===== config.mk =====
export PLATFORM = sky130hd
export DESIGN_NAME = pipe_hazard_ctrl
export DESIGN_NICKNAME = d
export VERILOG_FILES = /design/src/rtl/pipe_hazard_ctrl_pkg.sv /design/src/rtl/pipe_hazard_ctrl_fwd_sel.sv /design/src/rtl/pipe_hazard_ctrl.sv
export SDC_FILE = /design/constraint.sdc
export NUM_CORES = 1
export LEC_CHECK = 0
export ABC_AREA = 0
export CORE_MARGIN = 5
export CORE_UTILIZATION = 32
export CTS_BUF_LIST = sky130_fd_sc_hd__clkbuf_8
export DETAILED_ROUTE_END_ITERATION = 8
export HOLD_SLACK_MARGIN = 0.12
export PLACE_DENSITY = 0.78
export SKIP_CTS_REPAIR_TIMING = 1
export SLEW_MARGIN = 20
export SYNTH_ARGS = -nofsm -noshare
export SYNTH_HDL_FRONTEND = slang
export SYNTH_SLANG_ARGS = --single-unit

===== constraint.sdc =====
create_clock -name clock -period 1.3 [get_ports clock]
set_clock_uncertainty 0.05 [all_clocks]
set_input_delay 0.195 -clock clock [delete_from_list [all_inputs] [get_ports clock]]
set_output_delay 0.195 -clock clock [all_outputs]
set_load 0.1 [all_outputs]

===== src/rtl/pipe_hazard_ctrl_pkg.sv =====
// Shared constants for the pipeline hazard unit: bypass select codes and stall-FSM states.
package pipe_hazard_ctrl_pkg;

  localparam logic [1:0] BYP_REGF  = 2'b00;
  localparam logic [1:0] BYP_MEMWB = 2'b01;
  localparam logic [1:0] BYP_EXMEM = 2'b10;

  localparam int CNT_W = 4;

  typedef enum logic [1:0] {
    HZ_RUN    = 2'b00,
    HZ_LSTALL = 2'b01,
    HZ_MULTI  = 2'b10
  } hz_state_t;

endpackage


===== src/rtl/pipe_hazard_ctrl_fwd_sel.sv =====
// One source register against the EX, MEM and WB destinations: bypass select
// (youngest producer wins) plus a flag for any pending write to that source.
module pipe_hazard_ctrl_fwd_sel
  import pipe_hazard_ctrl_pkg::*;
#(
  parameter int REG_AW = 5
) (
  input  logic [REG_AW-1:0] src,
  input  logic              use_src,
  input  logic [REG_AW-1:0] ex_rd,
  input  logic              ex_we,
  input  logic [REG_AW-1:0] mem_rd,
  input  logic              mem_we,
  input  logic [REG_AW-1:0] wb_rd,
  input  logic              wb_we,
  output logic [1:0]        sel,
  output logic              raw
);

  logic live;
  logic ex_hit;
  logic mem_hit;
  logic wb_hit;

  // r0 is hard-wired to zero, so it never depends on an in-flight producer.
  assign live    = use_src && (src != '0);
  assign ex_hit  = live && ex_we  && (ex_rd  == src);
  assign mem_hit = live && mem_we && (mem_rd == src);
  assign wb_hit  = live && wb_we  && (wb_rd  == src);

  // NOTE: every output of a combinational block gets a default first, so no path leaves it unassigned and infers a latch.
  always_comb begin
    sel = BYP_REGF;
    if (mem_hit)     sel = BYP_EXMEM;
    else if (wb_hit) sel = BYP_MEMWB;
  end

  assign raw = ex_hit | mem_hit | wb_hit;

endmodule


===== src/rtl/pipe_hazard_ctrl.sv =====
// Hazard unit for the 5-stage pipeline: operand bypass, load-use stalls,
// multi-cycle EX hold and taken-branch flush, sequenced by a small stall FSM.
module pipe_hazard_ctrl
  import pipe_hazard_ctrl_pkg::*;
#(
  parameter int REG_AW    = 5,
  parameter int LOAD_LAT  = 1,
  parameter int MUL_LAT   = 4,
  parameter int BYPASS_EN = 1
) (
  input  logic              clock,
  input  logic              reset,
  input  logic [REG_AW-1:0] ifid_rs,
  input  logic [REG_AW-1:0] ifid_rt,
  input  logic              ifid_use_rs,
  input  logic              ifid_use_rt,
  input  logic [REG_AW-1:0] idex_rs,
  input  logic [REG_AW-1:0] idex_rt,
  input  logic [REG_AW-1:0] idex_rd,
  input  logic              idex_regwrite,
  input  logic              idex_memread,
  input  logic              idex_multi,
  input  logic [REG_AW-1:0] exmem_rd,
  input  logic [REG_AW-1:0] memwb_rd,
  input  logic              exmem_regwrite,
  input  logic              memwb_regwrite,
  input  logic              branch_taken,
  output logic              pc_write,
  output logic              ifid_write,
  output logic              ifid_flush,
  output logic              idex_bubble,
  output logic              ex_hold,
  output logic [1:0]        bypassA,
  output logic [1:0]        bypassB
);

  localparam logic [CNT_W-1:0] LOAD_CNT = CNT_W'(LOAD_LAT - 2);
  localparam logic [CNT_W-1:0] MUL_CNT  = CNT_W'(MUL_LAT - 2);

  hz_state_t        state;
  logic [CNT_W-1:0] cnt;

  logic [1:0] sel_a, sel_b, sel_irs, sel_irt;
  logic       raw_a, raw_b, raw_irs, raw_irt;
  logic       load_use;
  logic       raw_stall;
  logic       unused_sigs;

  // EX-side operands only need the MEM/WB select; the EX slot is disabled.
  pipe_hazard_ctrl_fwd_sel #(.REG_AW(REG_AW)) u_fwd_a (
    .src(idex_rs), .use_src(1'b1), .ex_rd('0), .ex_we(1'b0),
    .mem_rd(exmem_rd), .mem_we(exmem_regwrite), .wb_rd(memwb_rd), .wb_we(memwb_regwrite),
    .sel(sel_a), .raw(raw_a)
  );

  pipe_hazard_ctrl_fwd_sel #(.REG_AW(REG_AW)) u_fwd_b (
    .src(idex_rt), .use_src(1'b1), .ex_rd('0), .ex_we(1'b0),
    .mem_rd(exmem_rd), .mem_we(exmem_regwrite), .wb_rd(memwb_rd), .wb_we(memwb_regwrite),
    .sel(sel_b), .raw(raw_b)
  );

  // ID-side sources check every producer still in flight, for the no-bypass stall.
  pipe_hazard_ctrl_fwd_sel #(.REG_AW(REG_AW)) u_raw_rs (
    .src(ifid_rs), .use_src(ifid_use_rs), .ex_rd(idex_rd), .ex_we(idex_regwrite),
    .mem_rd(exmem_rd), .mem_we(exmem_regwrite), .wb_rd(memwb_rd), .wb_we(memwb_regwrite),
    .sel(sel_irs), .raw(raw_irs)
  );

  pipe_hazard_ctrl_fwd_sel #(.REG_AW(REG_AW)) u_raw_rt (
    .src(ifid_rt), .use_src(ifid_use_rt), .ex_rd(idex_rd), .ex_we(idex_regwrite),
    .mem_rd(exmem_rd), .mem_we(exmem_regwrite), .wb_rd(memwb_rd), .wb_we(memwb_regwrite),
    .sel(sel_irt), .raw(raw_irt)
  );

  assign unused_sigs = ^{raw_a, raw_b, sel_irs, sel_irt};

  assign load_use  = idex_memread && (idex_rd != '0) &&
                     ((ifid_use_rs && (ifid_rs == idex_rd)) ||
                      (ifid_use_rt && (ifid_rt == idex_rd)));
  assign raw_stall = (BYPASS_EN == 0) && (raw_irs || raw_irt);

  // NOTE: sequential state is written only with non-blocking assignments so every flop samples pre-edge values.
  always_ff @(posedge clock) begin
    if (!reset) begin
      state <= HZ_RUN;
      cnt   <= '0;
    end else begin
      unique case (state)
        HZ_RUN: begin
          if (!branch_taken) begin
            if (idex_multi) begin
              if (MUL_LAT > 2) begin
                state <= HZ_MULTI;
                cnt   <= MUL_CNT;
              end
            end else if (load_use && (LOAD_LAT > 1)) begin
              state <= HZ_LSTALL;
              cnt   <= LOAD_CNT;
            end
          end
        end
        HZ_LSTALL: begin
          if (cnt == '0) state <= HZ_RUN;
          else           cnt   <= cnt - 4'd1;
        end
        // The RUN cycle that saw idex_multi already held once, so leave on cnt==1.
        HZ_MULTI: begin
          if (cnt <= 4'd1) begin
            state <= HZ_RUN;
            cnt   <= '0;
          end else begin
            cnt <= cnt - 4'd1;
          end
        end
        default: state <= HZ_RUN;
      endcase
    end
  end

  always_comb begin
    pc_write    = 1'b0;
    ifid_write  = 1'b0;
    ifid_flush  = 1'b0;
    idex_bubble = 1'b0;
    ex_hold     = 1'b0;
    bypassA     = (BYPASS_EN != 0) ? sel_a : BYP_REGF;
    bypassB     = (BYPASS_EN != 0) ? sel_b : BYP_REGF;
    if (!reset) begin
      idex_bubble = 1'b1;
      bypassA     = BYP_REGF;
      bypassB     = BYP_REGF;
    end else begin
      unique case (state)
        HZ_RUN: begin
          if (branch_taken) begin
            ifid_flush  = 1'b1;
            idex_bubble = 1'b1;
            pc_write    = 1'b1;
            ifid_write  = 1'b1;
          end else if (idex_multi) begin
            ex_hold = 1'b1;
          end else if (load_use || raw_stall) begin
            idex_bubble = 1'b1;
          end else begin
            pc_write   = 1'b1;
            ifid_write = 1'b1;
          end
        end
        HZ_LSTALL: idex_bubble = 1'b1;
        HZ_MULTI:  ex_hold     = 1'b1;
        default:   idex_bubble = 1'b1;
      endcase
    end
  end

endmodule


==> impl_results.md <==
- Yosys top cell area share: 30.0%
- Top Ports: 54
- WP data arrival: between 1.5 and 2 ns
- Gr ovfl total: 0
- Pre-antenna DRT Iters: 4
- Input/output buffers: 52
- YS warnings: 0
- Detail Placement HPWL: between 2000 and 3000 um
- Synth cell count leaders: xnor2_1, nand2_1, nand4_1, dfxtp_1, xor2_1
- Antenna-violating nets left: 0
- Worst Max-Slew Pin Slew: about 0.30 ns
- GRT Total Usage: between 10% and 20%
- Die area: between 0.003 and 0.004 mm2
- FF-to-FF path depth: 5
- WS Path Type: primary input to output port
- Root buffer cell: clkbuf_8
- DR iter-0 viols: 42
- Num CTS Buffers: 3
- Synth Register Bits: 5
- Clk sinks: 5
- Post-synth EDFFs: 0
- DRT Wirelength: between 3000 and 4000 um
- Core area: ~0.0022 mm2
- Slew Limit Fails: 0
- Slew HR: around 80%
- Ratio of cells with drive above 1 in the final layout: between 40 and 50%
- Diode count: 0
- Row cnt: 17
- Die width: around 59 um
- Initial antenna violation count: 0
- Post-synthesis cell type count: 30
- Hold Vio Cnt, Final: 0
- R2r setup slk: around 0.05 ns
- Drt wl/cell: around 16 um
- Routability Congestion: slightly above 0.9
- Post-route core utilization: between 80% and 90%
- Async set or reset register ratio after synthesis: 0%
- Pwr dens: roughly 580 mW/mm2
- Main synth FF type: dfxtp_1
- CP Capture Type: output port
- Effective utilization at floorplan: between 30% and 40%
- Clock Tree Buf Depth: 2
- Pre-CTS setup slack: -0.851 ns
- First-pass GRT wire length: 4460 um
- RSZ-0062 raised after global routing: yes
- Highest clock rate: about 500 MHz
- Vias: ~1,000
- NumNets Final: approximately 220
- Max cap viols: 0
- Crit-path max FO: 2
- HP Class: flip-flop to flip-flop
- Cells after synthesis: 95
- Status: finished with violations
- Hold_ws: ~0.44 ns
- Setup crit start: idex_rs[1]
- Die height: between 50 and 60 um
- P_leak: between 0.8 and 0.9 nW
- Final setup violating endpoints: 9
- Syn_nets: about 140
- Drt drc: 0
- Count leader, synth: xnor2_1
- Layout area overhead: 144%
- Failing checks: negative setup slack
- Worst VDD drop: approximately 0.42 mV
- Reg-to-reg endpoint: cnt[1]
- Post-layout min period: 1.96 ns
- Yosys top cell by area: xnor2_1
- Number of global-route vias before repair: between 1,000 and 1,500
- Worst Path Required: between 1 and 1.5 ns
- Synthesized cell area: around 760 um2
- Clock transition at path regs: 0.03 ns
- Critical Path Source Type: primary input
- Post-Syn Area per Cell: roughly 8.0 um2
- Final setup margin: -0.662 ns
- CTS tree: yes
- Top cells by area, synth: xnor2_1, dfxtp_1, nor4_2
- Period utilization: 151%
- CP endpoint: bypassA[0]
- Clk_lat worst skew: between 0.2 and 0.25 ns
- Largest net degree at the start of global routing: 10
- Register area share after synthesis: 13.2%
- # H-tree levels: 1
- R2r startpoint: cnt[1]
- Via density: roughly 5.2
-- final cells by class --
class,count,area [um2]
Timing Repair Buffer,78,843
Multi-Input combinational cell,83,813
Fill cell,139,380
Sequential cell,5,101
Clock buffer,3,41.3
Tap cell,28,35.0
Inverter,4,15.0
Clock inverter,1,3.75
-- worst min-delay path by stage --
stage          slack (ns)  endpoint  cells past startpoint  startpoint
2_1_floorplan        0.37    cnt[0]                      3  idex_multi
3_3_place_gp         0.44    cnt[0]                      2      cnt[0]
3_5_place_dp         0.46    cnt[0]                      2      cnt[0]
4_1_cts              0.47    cnt[0]                      2      cnt[0]
5_1_grt              0.47    cnt[0]                      2      cnt[0]
6_report             0.44    cnt[0]                      2      cnt[0]
-- flip-flops by register name, summed over array words and instances, names as in the netlist --
register / cells
cnt: 4
state: 1
-- power by group --
part | switching, mW | internal, mW
Clock | 0.0685 | 0.202
Sequential | 0.00973 | 0.163
Combinational | 0.305 | 0.324
-- metal layers --
metal | part of all wire [%] | wire [um] | GRT usage (%)
met1 | 35 | 1110 | 15.8
met2 | 56 | 1790 | 34.1
met3 | 8.5 | 270 | 3.29
met4 | 0.81 | 26 | 6.15
met5 | 0 | 0 | 0
-- through the flow --
stage / instance area (um2) / instances / setup TNS, ns / total power [mW]
finish: 1850 / 202 / -3.78 / 1.07
global placement: 1610 / 193 / -5.99 / 0.737
floorplan: 837 / 95 / -3.69 / 0.459
detailed placement: 1610 / 193 / -6.45 / 0.754
global route: 1850 / 202 / -4.13 / 1.13
CTS: 1660 / 197 / -5.99 / 1.03
-- worst max-delay path, cell delays in order --
cell    delay [ns]
buf_6         0.10
or4_4         0.54
nor2_4        0.16
nor4_4        0.05
buf_4         0.14
nor4_4        0.32
buf_12        0.21
-- cell usage in the layout, fill, tap and decap left out, types with 3 or more instances in the layout --
master / Yosys / routed
buf_12: 0 / 9
xor2_2: 0 / 3
buf_4: 1 / 26
or4_4: 2 / 3
inv_1: 4 / 4
xnor2_2: 0 / 5
nor4_4: 0 / 4
xnor2_1: 26 / 21
dfxtp_1: 5 / 4
clkdlybuf4s50_1: 0 / 9
nand4_1: 6 / 6
dlymetal6s2s_1: 0 / 20
clkbuf_8: 0 / 3
buf_6: 0 / 6
nand3_1: 3 / 3
nand2_1: 6 / 6
nor2_4: 2 / 4
clkbuf_2: 0 / 6
-- cells by family after synthesis --
family	synth area share, %
AND/OR/NAND/NOR	32.3
XOR/XNOR	35.7
AO/OA/AOI/OAI	11.5
buffers and inverters	3.95
flip-flops	13.2
adder cells (fa/ha/maj)	3.29
No activity file was read; power rests on OpenSTA's default activity.
